<file path="config.mk">
export PLATFORM = sky130hd
export DESIGN_NAME = float_adder_pipe_fsm_flat
export DESIGN_NICKNAME = d
export VERILOG_FILES = /design/src/rtl/float_adder_pkg.sv /design/src/rtl/float_adder_pipe_fsm_if.sv /design/src/rtl/fp_align_shift.sv /design/src/rtl/float_adder_pipe_fsm.sv /design/src/flat_wrapper.sv
export SDC_FILE = /design/constraint.sdc
export NUM_CORES = 1
export LEC_CHECK = 0
export ABC_AREA = 1
export BUFFER_PORTS_ARGS = -buffer_cell sky130_fd_sc_hd__buf_2
export CELL_PAD_IN_SITES_DETAIL_PLACEMENT = 0
export CELL_PAD_IN_SITES_GLOBAL_PLACEMENT = 2
export CORE_MARGIN = 4
export CORE_UTILIZATION = 34
export DETAILED_ROUTE_END_ITERATION = 10
export GPL_ROUTABILITY_DRIVEN = 1
export HOLD_SLACK_MARGIN = 0.06
export PLACE_DENSITY = 0.91
export SYNTH_ARGS = -nofsm -noshare
export SYNTH_HDL_FRONTEND = slang
export SYNTH_HIERARCHICAL = 1
export SYNTH_SLANG_ARGS = --single-unit
</file>
<file path="constraint.sdc">
create_clock -name clock -period 2.9 [get_ports clock]
set_input_delay 0.435 -clock clock [delete_from_list [all_inputs] [get_ports clock]]
set_output_delay 0.435 -clock clock [all_outputs]
set_load 0.1 [all_outputs]
</file>
<file path="src/rtl/float_adder_pkg.sv">
// float_adder_pkg: shared types and width helpers for the parametrised
// floating-point adder (state enum, derived widths, saturation constant).
package float_adder_pkg;

    typedef enum logic [2:0] {
        IDLE  = 3'd0,
        ALIGN = 3'd1,
        ADD   = 3'd2,
        NORM  = 3'd3,
        ROUND = 3'd4,
        DONE  = 3'd5
    } state_t;

    // {sign, exp, man}
    function automatic int total_w(input int exp_w, input int man_w);
        return 1 + exp_w + man_w;
    endfunction

    // {hidden, man, guard, round, sticky}
    function automatic int ext_w(input int man_w);
        return man_w + 4;
    endfunction

    // Signed exponent with headroom for one overflow and underflow step.
    function automatic int iexp_w(input int exp_w);
        return exp_w + 2;
    endfunction

    // Largest finite magnitude {all-ones exp, all-ones man}, sign excluded.
    function automatic logic [31:0] sat_mag(input int exp_w, input int man_w);
        return (32'd1 << (exp_w + man_w)) - 32'd1;
    endfunction

endpackage

</file>
<file path="src/rtl/float_adder_pipe_fsm_if.sv">
// float_adder_pipe_fsm_if: operand and result channels of the adder.
//   in_valid/in_ready/a/b/sub      : operand channel (producer -> adder)
//   out_valid/out_ready/y/flags    : result channel (adder -> consumer)
// Handshake: a transfer happens on a rising clock edge where valid && ready.
// The sender holds valid and payload stable until that transfer; ready may
// be asserted before valid and does not depend combinationally on valid.
interface float_adder_pipe_fsm_if #(
    parameter int EXP_W = 4,
    parameter int MAN_W = 3
);
    import float_adder_pkg::*;

    localparam int TW = total_w(EXP_W, MAN_W);

    logic          in_valid;
    logic          in_ready;
    logic [TW-1:0] a;
    logic [TW-1:0] b;
    logic          sub;
    logic          out_valid;
    logic          out_ready;
    logic [TW-1:0] y;
    logic          overflow;
    logic          inexact;

    modport master (
        output in_valid, a, b, sub, out_ready,
        input  in_ready, out_valid, y, overflow, inexact
    );

    modport slave (
        input  in_valid, a, b, sub, out_ready,
        output in_ready, out_valid, y, overflow, inexact
    );

endinterface

</file>
<file path="src/rtl/fp_align_shift.sv">
// fp_align_shift: combinational right shifter that keeps a sticky bit.
//   din  : value to shift (W >= 2)
//   sh   : shift amount; amounts >= W leave only the sticky bit
//   dout : din >> sh with every shifted-out 1 ORed into dout[0]
module fp_align_shift #(
    parameter int W    = 7,
    parameter int SH_W = 4
) (
    input  logic [W-1:0]    din,
    input  logic [SH_W-1:0] sh,
    output logic [W-1:0]    dout
);

    logic [W-1:0] shifted;
    logic [W-1:0] mask;
    logic         lost;

    always_comb begin
        shifted = din >> sh;
        mask    = ~({W{1'b1}} << sh);
        lost    = |(din & mask);
        dout    = {shifted[W-1:1], shifted[0] | lost};
    end

endmodule

</file>
<file path="src/rtl/float_adder_pipe_fsm.sv">
// float_adder_pipe_fsm: multi-cycle signed-magnitude FP adder/subtractor,
// one operation in flight, round-to-nearest-even, saturation, flush-to-zero.
//   clock, reset : rising-edge clock, asynchronous active-high reset
//   bus          : operand/result channels (slave side)
//   dbg_state    : current FSM state
module float_adder_pipe_fsm
    import float_adder_pkg::*;
#(
    parameter int EXP_W  = 4,
    parameter int MAN_W  = 3,
    parameter int SUB_EN = 1
) (
    input  logic                    clock,
    input  logic                    reset,
    float_adder_pipe_fsm_if.slave   bus,
    output state_t                  dbg_state
);

    localparam int TW = total_w(EXP_W, MAN_W);
    localparam int EW = ext_w(MAN_W);
    localparam int IW = iexp_w(EXP_W);
    localparam logic signed [IW-1:0] EXP_MAX  = IW'((1 << EXP_W) - 1);
    localparam logic signed [IW-1:0] EXP_ONE  = IW'(1);
    localparam logic signed [IW-1:0] EXP_ZERO = '0;
    localparam logic [EXP_W+MAN_W-1:0] SAT    = (EXP_W+MAN_W)'(sat_mag(EXP_W, MAN_W));

    state_t                state;
    logic [TW-1:0]         op_a, op_b;
    logic                  sign_r, eff_sub;
    logic signed [IW-1:0]  exp_r;
    logic [EW-1:0]         man_l_r, man_s_r;
    logic [EW:0]           acc;
    logic [TW-1:0]         y_r;
    logic                  ovf_r, inx_r, out_valid_r, in_ready_r;

    // Capture: exp field 0 is zero, so subnormals become signed zero.
    logic          sub_eff;
    logic [TW-1:0] a_cap, b_cap;
    always_comb begin
        sub_eff = bus.sub & (SUB_EN != 0);
        a_cap   = (bus.a[TW-2 -: EXP_W] == '0) ? {bus.a[TW-1], {(TW-1){1'b0}}} : bus.a;
        b_cap   = (bus.b[TW-2 -: EXP_W] == '0) ? {bus.b[TW-1] ^ sub_eff, {(TW-1){1'b0}}}
                                               : {bus.b[TW-1] ^ sub_eff, bus.b[TW-2:0]};
    end

    // Align: the larger magnitude keeps its mantissa; the smaller is shifted.
    logic               a_big, sign_l, sign_s;
    logic [EXP_W-1:0]   exp_l, exp_s, d;
    logic [EW-1:0]      l_ext, s_ext, s_aligned;
    always_comb begin
        a_big  = op_a[TW-2:0] >= op_b[TW-2:0];
        sign_l = a_big ? op_a[TW-1] : op_b[TW-1];
        sign_s = a_big ? op_b[TW-1] : op_a[TW-1];
        exp_l  = a_big ? op_a[TW-2 -: EXP_W] : op_b[TW-2 -: EXP_W];
        exp_s  = a_big ? op_b[TW-2 -: EXP_W] : op_a[TW-2 -: EXP_W];
        // Hidden bit is 0 for a zero operand so zero aligns to nothing.
        l_ext  = a_big ? {(exp_l != '0), op_a[MAN_W-1:0], 3'b000}
                       : {(exp_l != '0), op_b[MAN_W-1:0], 3'b000};
        s_ext  = a_big ? {(exp_s != '0), op_b[MAN_W-1:0], 3'b000}
                       : {(exp_s != '0), op_a[MAN_W-1:0], 3'b000};
        d      = exp_l - exp_s;
    end

    fp_align_shift #(.W(EW), .SH_W(EXP_W)) u_align (
        .din  (s_ext),
        .sh   (d),
        .dout (s_aligned)
    );

    // Add: magnitude ordering guarantees L - S never goes negative.
    logic [EW:0] sum;
    always_comb begin
        sum = eff_sub ? ({1'b0, man_l_r} - {1'b0, man_s_r})
                      : ({1'b0, man_l_r} + {1'b0, man_s_r});
    end

    // Normalise step; right shift folds the dropped bit into sticky.
    logic [EW:0]          n_acc;
    logic signed [IW-1:0] n_exp;
    always_comb begin
        if (acc[EW]) begin
            n_acc = {1'b0, acc[EW:2], acc[1] | acc[0]};
            n_exp = exp_r + EXP_ONE;
        end else begin
            n_acc = {acc[EW-1:0], 1'b0};
            n_exp = exp_r - EXP_ONE;
        end
    end

    // Round to nearest even on {G, R, S} below the mantissa lsb.
    logic                 g_bit, r_bit, s_bit, inc;
    logic [MAN_W+1:0]     m_rnd;
    logic signed [IW-1:0] r_exp;
    logic [MAN_W-1:0]     r_man;
    always_comb begin
        g_bit = acc[2];
        r_bit = acc[1];
        s_bit = acc[0];
        inc   = g_bit & (r_bit | s_bit | acc[3]);
        m_rnd = {1'b0, acc[EW-1:3]} + (MAN_W+2)'(inc);
        r_exp = m_rnd[MAN_W+1] ? exp_r + EXP_ONE : exp_r;
        r_man = m_rnd[MAN_W+1] ? m_rnd[MAN_W:1] : m_rnd[MAN_W-1:0];
    end

    always_ff @(posedge clock or posedge reset) begin
        if (reset) begin
            state       <= IDLE;
            op_a        <= '0;
            op_b        <= '0;
            sign_r      <= 1'b0;
            eff_sub     <= 1'b0;
            exp_r       <= '0;
            man_l_r     <= '0;
            man_s_r     <= '0;
            acc         <= '0;
            y_r         <= '0;
            ovf_r       <= 1'b0;
            inx_r       <= 1'b0;
            out_valid_r <= 1'b0;
            in_ready_r  <= 1'b1;
        end else begin
            case (state)
                IDLE: if (bus.in_valid) begin
                    op_a       <= a_cap;
                    op_b       <= b_cap;
                    y_r        <= '0;
                    ovf_r      <= 1'b0;
                    inx_r      <= 1'b0;
                    in_ready_r <= 1'b0;
                    state      <= ALIGN;
                end
                ALIGN: begin
                    sign_r  <= sign_l;
                    eff_sub <= sign_l ^ sign_s;
                    exp_r   <= {2'b00, exp_l};
                    man_l_r <= l_ext;
                    man_s_r <= s_aligned;
                    state   <= ADD;
                end
                ADD: begin
                    acc <= sum;
                    if (sum == '0) begin
                        y_r         <= '0;
                        out_valid_r <= 1'b1;
                        state       <= DONE;
                    end else if (!sum[EW] && sum[EW-1]) begin
                        state <= ROUND;
                    end else begin
                        state <= NORM;
                    end
                end
                NORM: begin
                    if (n_exp <= EXP_ZERO) begin
                        y_r         <= '0;
                        out_valid_r <= 1'b1;
                        state       <= DONE;
                    end else begin
                        acc   <= n_acc;
                        exp_r <= n_exp;
                        if (!n_acc[EW] && n_acc[EW-1]) state <= ROUND;
                    end
                end
                ROUND: begin
                    if (r_exp > EXP_MAX) begin
                        y_r   <= {sign_r, SAT};
                        ovf_r <= 1'b1;
                        inx_r <= 1'b1;
                    end else begin
                        y_r   <= {sign_r, r_exp[EXP_W-1:0], r_man};
                        inx_r <= g_bit | r_bit | s_bit;
                    end
                    out_valid_r <= 1'b1;
                    state       <= DONE;
                end
                DONE: if (bus.out_ready) begin
                    out_valid_r <= 1'b0;
                    in_ready_r  <= 1'b1;
                    state       <= IDLE;
                end
                default: state <= IDLE;
            endcase
        end
    end

    assign bus.in_ready  = in_ready_r;
    assign bus.out_valid = out_valid_r;
    assign bus.y         = y_r;
    assign bus.overflow  = ovf_r;
    assign bus.inexact   = inx_r;
    assign dbg_state     = state;

endmodule

</file>
<file path="src/flat_wrapper.sv">
// flat-port wrapper written by rule: the top's interface ports become plain ports
module float_adder_pipe_fsm_flat import float_adder_pkg::*;
#(
    parameter int EXP_W  = 4,
    parameter int MAN_W  = 3,
    parameter int SUB_EN = 1
)
  (clock, reset, dbg_state, bus_in_valid, bus_a, bus_b, bus_sub, bus_out_ready, bus_in_ready, bus_out_valid, bus_y, bus_overflow, bus_inexact);
  float_adder_pipe_fsm_if #(.EXP_W(EXP_W), .MAN_W(MAN_W)) bus_i ();
  input  logic clock;
  input  logic reset;
  output state_t dbg_state;
  input wire logic [$bits(bus_i.in_valid)-1:0] bus_in_valid;
  input wire logic [$bits(bus_i.a)-1:0] bus_a;
  input wire logic [$bits(bus_i.b)-1:0] bus_b;
  input wire logic [$bits(bus_i.sub)-1:0] bus_sub;
  input wire logic [$bits(bus_i.out_ready)-1:0] bus_out_ready;
  output wire logic [$bits(bus_i.in_ready)-1:0] bus_in_ready;
  output wire logic [$bits(bus_i.out_valid)-1:0] bus_out_valid;
  output wire logic [$bits(bus_i.y)-1:0] bus_y;
  output wire logic [$bits(bus_i.overflow)-1:0] bus_overflow;
  output wire logic [$bits(bus_i.inexact)-1:0] bus_inexact;
  assign bus_i.in_valid = bus_in_valid;
  assign bus_i.a = bus_a;
  assign bus_i.b = bus_b;
  assign bus_i.sub = bus_sub;
  assign bus_i.out_ready = bus_out_ready;
  assign bus_in_ready = bus_i.in_ready;
  assign bus_out_valid = bus_i.out_valid;
  assign bus_y = bus_i.y;
  assign bus_overflow = bus_i.overflow;
  assign bus_inexact = bus_i.inexact;
  float_adder_pipe_fsm #(.EXP_W(EXP_W), .MAN_W(MAN_W), .SUB_EN(SUB_EN)) u_core (.clock(clock), .reset(reset), .bus(bus_i), .dbg_state(dbg_state));
endmodule
</file>
==> out/results.tsv <==
metric	value	unit
max cap viols	0	
Area contributors post-synth	dfrtp_1, nand2_1, inv_1	
met1 Track Usage GR	19.2	%
slew margin rel.	45.3	%
CTS Buf Count	9	
sequential-to-total area share from yosys stat	34.2	%
Ys Warns	6	
Layout Cells excl Fill	831	
Clock Pin Slew Worst Setup and Hold Paths	50	ps
Die ar.	14300	µm²
CP endpoint kind	flip-flop	
Area Overhead vs Synth	22.4	%
Post-synth top cells	nand2_1, inv_1, dfrtp_1	
leading area contributor after synthesis	dfrtp_1	
setup ws final	122	ps
placed wire-length estimate	8320	µm
cell with the most instances after synthesis	nand2_1	
placed cell count	807	
drt pass-1 iters	5	
final critical-path share of the clock period	95.8	%
area of placed instances	4600	µm²
row cnt	40	
final hold viol count	0	
DRC viols	0	
routing usage on met2	26.1	%
num ports	36	
hold crit path type	input port to asynchronous set/reset pin	
crit start category	flip-flop	
IO Port Bufs	35	
EDFF count, synth	0	
RSZ-0062 raised after global routing	yes	
min cycle time layout	2780	ps
Syn Std Cell Area	4240	µm²
status	finished, final reports clean	
DR WL/cell	13.1	µm
Post-Syn Area per Cell	7.00	µm²
Root Buffer	clkbuf_16	
WP data arrival	3020	ps
chip height	120	µm
TritonCTS clock tree	done	
number of global-route vias before repair	3671	
Initial Util	35.0	%
Clock Skew	5.32	ps
vias	3996	
CP max FO	3	
top cell type's share of synthesized area	33.6	%
Tightest Pin Transition	814	ps
All-Layer GR Usage	15.3	%
total gr overflow	0	
DR iter-0 viols	219	
Clk Latency, worst-skew pair	330	ps
initial antenna violation count	0	
Max Buffers Root-to-Sink	2	
Post-Syn Instances	606	
proportion of layout cells with a drive suffix above 1	20.2	%
critical path class	flip-flop to flip-flop	
M3 GR Usage	3.49	%
DP Worst Slack	3.06	ps
GPL Wtd Cong	0.863	
post-route ant nets	0	
vias per inst	4.81	
Die Wd	120	µm
busiest grt layer	met2	
pin count of the biggest net entering global routing	33	
Final Cell Area	5190	µm²
core area	12100	µm²
H-tree depth	3	
worst setup path start	u_core/op_a[2]$_DFFE_PP0P_	
reg2reg start	u_core/op_a[2]$_DFFE_PP0P_	
Top FF cell, synth	dfrtp_1	
CTS Hold Bufs	0	
# setup viols final	0	
FMAX	360	MHz
# clock sinks	58	
Req. time, crit path	3150	ps
FFs w/ async S/R, synth	100	%
Synth Register Bits	58	
Final TNS setup	0	ps
Post-Route WL	10900	µm
Slew Limit Fails	0	
ant diodes	0	
Nets	696	
first-pass GRT wire length	17700	µm
Synth cell types	41	
==> sequential cells by signal (all words and copies together), names as in the netlist, 3 cells and up <==
register          count
u_core/acc            8
u_core/bus.y          8
u_core/op_a           8
u_core/man_s_r        7
u_core/op_b           8
u_core/man_l_r        4
u_core/exp_r          6
u_core/dbg_state      3
==> metal layers <==
layer	routed length, µm	share of wire, %
met4	137	1.3
met2	5310	49
met3	462	4.2
met1	4970	46
met5	0	0
==> area by class of cell <==
class | instances | area (µm²)
Inverter | 83 | 319
Clock inverter | 5 | 103
Multi-Input combinational cell | 453 | 2530
Timing Repair Buffer | 53 | 340
Clock buffer | 11 | 233
Sequential cell | 58 | 1450
Fill cell | 1303 | 6920
Tap cell | 168 | 210
==> repair_timing <==
action                                  CTS  global route
pin swaps                                 1             7
resized for setup                         0            38
gates cloned                              0             1
buffers inserted                          1             6
hold endpoints to repair                  0             0
endpoints found under the setup margin    1            18
==> cells by family after synthesis <==
logic type | after synthesis | synth area share, %
adder cells (fa/ha/maj) | 17 | 5.01
flip-flops | 58 | 34.2
AO/OA/AOI/OAI | 115 | 15.2
buffers and inverters | 100 | 10.4
XOR/XNOR | 13 | 2.68
other | 1 | 0.0884
AND/OR/NAND/NOR | 302 | 32.4
==> worst max-delay path, cell delays in order (launching register included) <==
cell and delay, ps:
dfrtp_2 430, ha_4 290, nand2_1 60, o21ai_2 130, nand4_1 210, buf_4 220
nand4_1 90, nand2_2 80, nand2_2 70, ha_2 170, a21oi_2 40, xnor2_1 200
buf_4 170, buf_4 100, nand3_1 100, o22ai_1 200, nand2_1 90, o21ai_0 70
==> final timing paths <==
| check | to | slack, ps | cells past startpoint |
|---|---|---|---|
| min in group clock | u_core/op_a[4]$_DFFE_PP0P_ | 330 | 3 |
| max in group asynchronous | u_core/op_a[2]$_DFFE_PP0P_ | 2020 | 3 |
| worst min register to register | u_core/bus.y[3]$_DFFE_PP0P_ | 460 | 2 |
| worst max register to register | u_core/man_s_r[2]$_DFFE_PP0P_ | 120 | 17 |
| worst max-delay path | u_core/man_s_r[2]$_DFFE_PP0P_ | 120 | 17 |
| worst min-delay path | u_core/exp_r[5]$_DFFE_PP0P_ | 210 | 2 |
==> cells in the final DEF, fill, tap and decap left out, types with 3 or more instances in the layout <==
master     synthesis  layout
nand2_1          180     173
inv_1             79      73
dfrtp_1           57      56
o21ai_0           54      52
nor2_1            45      44
buf_2              3      35
nand3_1           30      30
buf_4              2      16
nand2_2            9      16
o21ai_1           15      16
a21oi_1           17      15
clkbuf_16          0      10
xor2_1            10      10
nand4_1           10      10
inv_2              2       8
ha_4               0       8
nand3_2            8       7
o31ai_1            8       7
ha_1              17       7
nor2_2             5       6
o211ai_1           6       6
conb_1             1       6
nand3b_1           5       5
nand2_4            5       5
o22ai_1            4       4
bufinv_16          0       3
xnor2_1            3       3
==> per-stage QoR <==
| step | hold WS [ps] | util [%] |
|---|---|---|
| 5_1_grt | 289 | 42.9 |
| 4_1_cts | 230 | 40.8 |
| 3_3_place_gp | 449 | 38.0 |
| 6_report | 207 | 42.9 |
| 3_5_place_dp | 455 | 38.0 |
| 2_1_floorplan | 449 | - |
Power is left out: the tool's default activity adds up to more than one toggle a clock period on the data nets, which glitch-free logic cannot reach.
